**src/rtl/picorv_axi_master_bridge_pkg.sv**
```systemverilog
// Shared types and constants for the PicoRV32-to-AXI4-Lite master bridge.
package picorv_axi_pkg;

   typedef enum logic [2:0] {
      ST_IDLE,
      ST_WR,
      ST_WAIT_B,
      ST_RD,
      ST_WAIT_R,
      ST_RESP
   } state_e;

   localparam logic [2:0] AXI_PROT_DATA  = 3'b000;
   localparam logic [2:0] AXI_PROT_INSN  = 3'b100;
   localparam logic [3:0] MEM_WSTRB_READ = 4'b0000;

   function automatic logic [2:0] read_prot(input logic instr);
      return instr ? AXI_PROT_INSN : AXI_PROT_DATA;
   endfunction

endpackage

```
**src/rtl/picorv_axi_master_bridge.sv**
```systemverilog
// PicoRV32 native memory port to AXI4-Lite master, one transaction in flight,
// with a sticky timeout flag for a slave that never answers.
module picorv_axi_master_bridge
   import picorv_axi_pkg::*;
#(
   parameter int TIMEOUT_CYCLES = 1024,
   parameter int TCNT_WIDTH     = 16
) (
   input  logic        clk,
   input  logic        resetn,
   input  logic        mem_valid,
   input  logic        mem_instr,
   input  logic [31:0] mem_addr,
   input  logic [31:0] mem_wdata,
   input  logic [3:0]  mem_wstrb,
   output logic        mem_ready,
   output logic [31:0] mem_rdata,
   output logic        mem_axi_awvalid,
   input  logic        mem_axi_awready,
   output logic [31:0] mem_axi_awaddr,
   output logic [2:0]  mem_axi_awprot,
   output logic        mem_axi_wvalid,
   input  logic        mem_axi_wready,
   output logic [31:0] mem_axi_wdata,
   output logic [3:0]  mem_axi_wstrb,
   input  logic        mem_axi_bvalid,
   output logic        mem_axi_bready,
   output logic        mem_axi_arvalid,
   input  logic        mem_axi_arready,
   output logic [31:0] mem_axi_araddr,
   output logic [2:0]  mem_axi_arprot,
   input  logic        mem_axi_rvalid,
   output logic        mem_axi_rready,
   input  logic [31:0] mem_axi_rdata,
   output logic        timeout_err
);

   localparam logic [TCNT_WIDTH-1:0] TCNT_LIMIT = TCNT_WIDTH'(TIMEOUT_CYCLES);

   state_e                state_q, state_d;
   logic [31:0]           addr_q, addr_d;
   logic [31:0]           wdata_q, wdata_d;
   logic [3:0]            wstrb_q, wstrb_d;
   logic                  instr_q, instr_d;
   logic                  aw_done_q, aw_done_d;
   logic                  w_done_q, w_done_d;
   logic [31:0]           rdata_q, rdata_d;
   logic [TCNT_WIDTH-1:0] tcnt_q, tcnt_d;
   logic                  timeout_q, timeout_d;

   // Every channel output decodes straight from registered state, so reset
   // clears them the instant resetn falls.
   assign mem_axi_awvalid = (state_q == ST_WR) && !aw_done_q;
   assign mem_axi_wvalid  = (state_q == ST_WR) && !w_done_q;
   assign mem_axi_bready  = (state_q == ST_WAIT_B);
   assign mem_axi_arvalid = (state_q == ST_RD);
   assign mem_axi_rready  = (state_q == ST_WAIT_R);
   assign mem_ready       = (state_q == ST_RESP);
   assign mem_rdata       = rdata_q;
   assign mem_axi_awaddr  = addr_q;
   assign mem_axi_awprot  = AXI_PROT_DATA;
   assign mem_axi_wdata   = wdata_q;
   assign mem_axi_wstrb   = wstrb_q;
   assign mem_axi_araddr  = addr_q;
   assign mem_axi_arprot  = read_prot(instr_q);
   assign timeout_err     = timeout_q;

   always_comb begin
      state_d   = state_q;
      addr_d    = addr_q;
      wdata_d   = wdata_q;
      wstrb_d   = wstrb_q;
      instr_d   = instr_q;
      aw_done_d = aw_done_q;
      w_done_d  = w_done_q;
      rdata_d   = rdata_q;
      case (state_q)
         ST_IDLE: begin
            aw_done_d = 1'b0;
            w_done_d  = 1'b0;
            if (mem_valid) begin
               addr_d  = mem_addr;
               wdata_d = mem_wdata;
               wstrb_d = mem_wstrb;
               instr_d = mem_instr;
               state_d = (mem_wstrb != MEM_WSTRB_READ) ? ST_WR : ST_RD;
            end
         end
         ST_WR: begin
            // Address and data channels retire independently, possibly together.
            if (mem_axi_awvalid && mem_axi_awready) aw_done_d = 1'b1;
            if (mem_axi_wvalid && mem_axi_wready)   w_done_d  = 1'b1;
            if (aw_done_d && w_done_d)              state_d   = ST_WAIT_B;
         end
         ST_WAIT_B: if (mem_axi_bvalid) state_d = ST_RESP;
         ST_RD:     if (mem_axi_arready) state_d = ST_WAIT_R;
         ST_WAIT_R: begin
            if (mem_axi_rvalid) begin
               rdata_d = mem_axi_rdata;
               state_d = ST_RESP;
            end
         end
         ST_RESP:   state_d = ST_IDLE;
         default:   state_d = ST_IDLE;
      endcase
   end

   // Saturating busy counter; the flag is reported but the transfer carries on.
   always_comb begin
      tcnt_d    = tcnt_q;
      timeout_d = timeout_q;
      if (state_q == ST_IDLE || TIMEOUT_CYCLES == 0) begin
         tcnt_d = '0;
      end else begin
         if (tcnt_q != TCNT_LIMIT) tcnt_d = tcnt_q + TCNT_WIDTH'(1);
         if (tcnt_q == TCNT_LIMIT) timeout_d = 1'b1;
      end
   end

   always_ff @(posedge clk or negedge resetn) begin
      if (!resetn) begin
         state_q   <= ST_IDLE;
         addr_q    <= '0;
         wdata_q   <= '0;
         wstrb_q   <= '0;
         instr_q   <= 1'b0;
         aw_done_q <= 1'b0;
         w_done_q  <= 1'b0;
         rdata_q   <= '0;
         tcnt_q    <= '0;
         timeout_q <= 1'b0;
      end else begin
         state_q   <= state_d;
         addr_q    <= addr_d;
         wdata_q   <= wdata_d;
         wstrb_q   <= wstrb_d;
         instr_q   <= instr_d;
         aw_done_q <= aw_done_d;
         w_done_q  <= w_done_d;
         rdata_q   <= rdata_d;
         tcnt_q    <= tcnt_d;
         timeout_q <= timeout_d;
      end
   end

endmodule

```
**config.mk**
```make
export PLATFORM = sky130hd
export DESIGN_NAME = picorv_axi_master_bridge
export DESIGN_NICKNAME = d
export VERILOG_FILES = /design/src/rtl/picorv_axi_master_bridge_pkg.sv /design/src/rtl/picorv_axi_master_bridge.sv
export SDC_FILE = /design/constraint.sdc
export NUM_CORES = 1
export LEC_CHECK = 0
export ABC_AREA = 1
export BUFFER_PORTS_ARGS = -buffer_cell sky130_fd_sc_hd__buf_2
export CORE_MARGIN = 2
export CORE_UTILIZATION = 47
export DETAILED_ROUTE_END_ITERATION = 10
export GPL_TIMING_DRIVEN = 0
export PLACE_DENSITY_LB_ADDON = 0.05
export SETUP_SLACK_MARGIN = 0.05
export SLEW_MARGIN = 20
export SYNTH_ARGS = -nofsm -noshare
export SYNTH_HDL_FRONTEND = slang
export SYNTH_SLANG_ARGS = --single-unit
```
**constraint.sdc**
```tcl
create_clock -name clk -period 1.4 [get_ports clk]
set_input_delay 0.28 -clock clk [delete_from_list [all_inputs] [get_ports clk]]
set_output_delay 0.28 -clock clk [all_outputs]
set_load 0.01 [all_outputs]
```
==> results.md <==
- Run status: finished with violations
- Failing checks: setup timing
- Simple-Gate Fraction of Synth Area: 0.3349
- Iter 0 DRT Violations: 370
- Worst Skew: 0.01028 ns
- Num ports: 254
- WL/cell: roughly 16 um
- RSZ-0062 raised after global routing: yes
- FF+latch count, synth: ~120
- CP Max Fanout: 4
- Syn_area_per_cell: ~9.1 um2
- Fmax achieved: around 590 MHz
- CTS tree: done
- Clk slew on worst S/H paths: roughly 0.060 ns
- Die X: roughly 120 um
- First-pass iteration count of the detailed router: 6
- LEAKAGE: 5.102 nW
- Global-route wire length before repair: roughly 27000 um
- # port buffers: around 250
- Internal: between 10 and 15 mW
- CP cell instances: nor2_4 > nand2_2 > nor2_1 > buf_2
- MaxCap Viol Count: 0
- Most frequent cells in the layout: 214 x buf_2, 145 x nand2_1, 119 x dfrtp_1, 85 x nand2_2, 75 x buf_6
- Compound-cell area share of the yosys netlist: 0.02217
- CP delay by family, top: flip-flops
- Power Density: roughly 2400 nW/um2
- Slew HR: 0.6209
- Core box area: around 13000 um2
- Die Area: about 14000 um2
- Fin. max-slew vios: 0
- CP Buf/Inv Count: 1
- Root Buffer: clkbuf_16
- DIE HEIGHT: 116.8 um
- Adder-cell share of the synthesized area: 0.004183
- Gr busiest metal: met2
- Comb pwr share: 0.518
- # DRC: 0
- Post-DP HPWL: ~11000 um
- Worst setup margin: -0.2823 ns
- Pre-CTS WS: -0.1326 ns
- Total CTS buffers: 17
- Yosys Warn Count: 0
- Vias/cell: 4.903
- XOR/XNOR share of the synthesized area: 0.005857
- GR Util met3: 0.06797
- Final Critical Period: 1.682 ns
- CTS max path bufs: 2
- Crit end category: output pin
- Routed WL: roughly 19000 um
- Final-report hold violation count: 0
- CTS sink cnt: ~120
- Standard-cell rows: 41
- Vias in the first global route: 5453
- GRT Total Usage: 0.2541
- Gpl congestion: around 0.85
- Starting Density: 0.4779
- Final Cycle Share: 1.202
- Vias: ~5700
- Slowest CP cell: dfrtp_2
- Flop pwr share: 0.268
- H-tree Lvls: 4
- Largest net degree at the start of global routing: 66
- Final setup violation count: 84
- Global-route met1 utilization: 0.2900
- Later-pin clock latency in the skew report: roughly 0.42 ns
- Sw Ratio: 0.3701
- Worst path max stage delay: 0.46 ns
- Met2 global-route usage: 0.4493
- Worst slew pin tran: about 0.57 ns
- Sequential area share after synthesis: 0.5145
- Mux cell area share after synthesis: 0
- Layout area overhead: 62.94%
- Clock Power Share: 0.214
- Largest family of logic cells by synthesized area: simple AND/OR/NAND/NOR gates
- WP data arrival: around 1.4 ns
- Critical path launch point type: flip-flop
- Initial antenna violation count: 2
- Peak supply drop: about 1300 uV
- GR Overflow Total: 0
- Post-Synthesis Cells: between 600 and 700
- Post-Syn Area: roughly 6000 um2
- Utilization after layout: 0.7787
- CP Data Required Time: ~1.1 ns
- Share of cells above drive strength 1: 0.6051
- Hold Path Class: in -> reg
- Nets: around 1100
- Distinct cells, synth: 29
- P_sw: ~8.7 mW
- Critical path type: reg -> out
- Commonest non-fill, non-tap cell in the layout: buf_2
- Post-route ant nets: 0
[path summary, 6_finish.rpt]
path	from	end	slack, ns	cells after the start
hold / removal	mem_axi_rdata[10]	mem_rdata[10]$_DFFE_PN0P_	0.09	3
setup / recovery	state_q[1]$_DFFE_PN0P_	mem_axi_awvalid	-0.28	4
min in group asynchronous	resetn	timeout_err$_DFFE_PN0P_	0.41	2
hold reg to reg	timeout_err$_DFFE_PN0P_	timeout_err$_DFFE_PN0P_	0.46	2
setup reg to reg	state_q[1]$_DFFE_PN0P_	mem_axi_wstrb[2]$_DFFE_PN0P_	-0.16	10
max in group asynchronous	resetn	mem_rdata[27]$_DFFE_PN0P_	0.28	3
[timing repair]
action	CTS	global route
hold buffers	1	0
cloned	17	3
hold endpoints to repair	58	0
pin swaps	16	50
buffers inserted	31	17
setup endpoints to repair	136	152
resized for setup	112	181
[cells in the mapped netlist]
cell type	n	area, um2
nor2_1	35	131.4
inv_2	2	7.510
and2_1	1	6.260
nand2_1	240	900.9
nand2_4	3	33.78
dfrtp_1	123	3078
inv_1	25	93.84
nand3_2	60	600.6
ha_1	2	25.02
xor2_1	4	35.03
conb_1	1	3.750
nand4_1	1	6.260
o21ai_1	4	20.02
buf_12	7	140.1
nor3_1	1	5.000
o21a_1	1	7.510
o21ai_0	6	30.03
buf_4	47	352.8
nor2_4	1	11.26
buf_6	3	33.78
nand3_1	53	265.3
a21oi_1	10	50.05
buf_2	11	55.05
a21oi_2	2	17.52
inv_4	1	6.260
nor2_2	2	12.51
o21bai_1	1	7.510
clkbuf_1	4	15.01
nand3b_1	4	30.03
[worst register-to-register path, delay by kind of cell, from the launching register on]
family	cells	cell delay, ns
buffers and inverters	5	0.59
flip-flops	1	0.46
AND/OR/NAND/NOR	4	0.34
AO/OA/AOI/OAI	1	0.06
[layer usage]
layer  routed length [um]  up-vias
met3                 1203       39
met4                  514        0
met2                 9985      216
met5                    0        -
li1                     -     2696
met1                 6884     2756
[registers in the layout (all words and copies together), names as in the netlist]
signal,count
mem_axi_araddr,32
mem_axi_wdata,32
mem_rdata,32
tcnt_q,16
mem_axi_wstrb,4
state_q,3
aw_done_q,1
instr_q,1
timeout_err,1
w_done_q,1
[power by group through the flow]
stage | clock network, mW | logic (mW) | registers [mW]
final | 5.05 | 12.2 | 6.32
after global routing | 5.25 | 13.2 | 6.48
after CTS | 5.10 | 11.2 | 6.04
after detailed placement | 0 | 7.98 | 6.02
after global placement | 0 | 7.82 | 5.95
after floorplan | 0 | 4.35 | 6.64
[cells by family (layout without fill, tap and decap cells)]
logic type | count (synthesis) | in the layout
other | 1 | 7
flip-flops | 123 | 123
buffers and inverters | 100 | 429
XOR/XNOR | 4 | 4
AO/OA/AOI/OAI | 24 | 24
adder cells (fa/ha/maj) | 2 | 2
AND/OR/NAND/NOR | 401 | 403
[stage by stage]
stage / hold WS (ns) / TNS, ns / std cells / total power [mW] / instance area (um2)
after floorplan: -0.01559 / 0 / 659 / 10.99 / 5997
after global placement: 0.4490 / -185.80 / 1078 / 13.78 / 7448
after detailed placement: 0.2920 / -0.1577 / 1079 / 14.01 / 7482
after CTS: 0.07302 / -11.55 / 1155 / 22.40 / 9181
after global routing: 0.09246 / -13.66 / 1163 / 24.95 / 9744
final: 0.09040 / -8.343 / 1164 / 23.61 / 9747
[cell type report]
class | instances | area (um2)
antenna | 2 | 5.005
tap | 172 | 215.2
clock inverter | 14 | 242.7
timing repair buffer | 309 | 2237
clock buffer | 18 | 439.2
multi-input combinational | 438 | 2765
fill | 865 | 2770
buffer | 60 | 639.4
sequential | 123 | 3083
inverter | 28 | 120.1
Note: power is estimated with default switching activity, not from simulation.
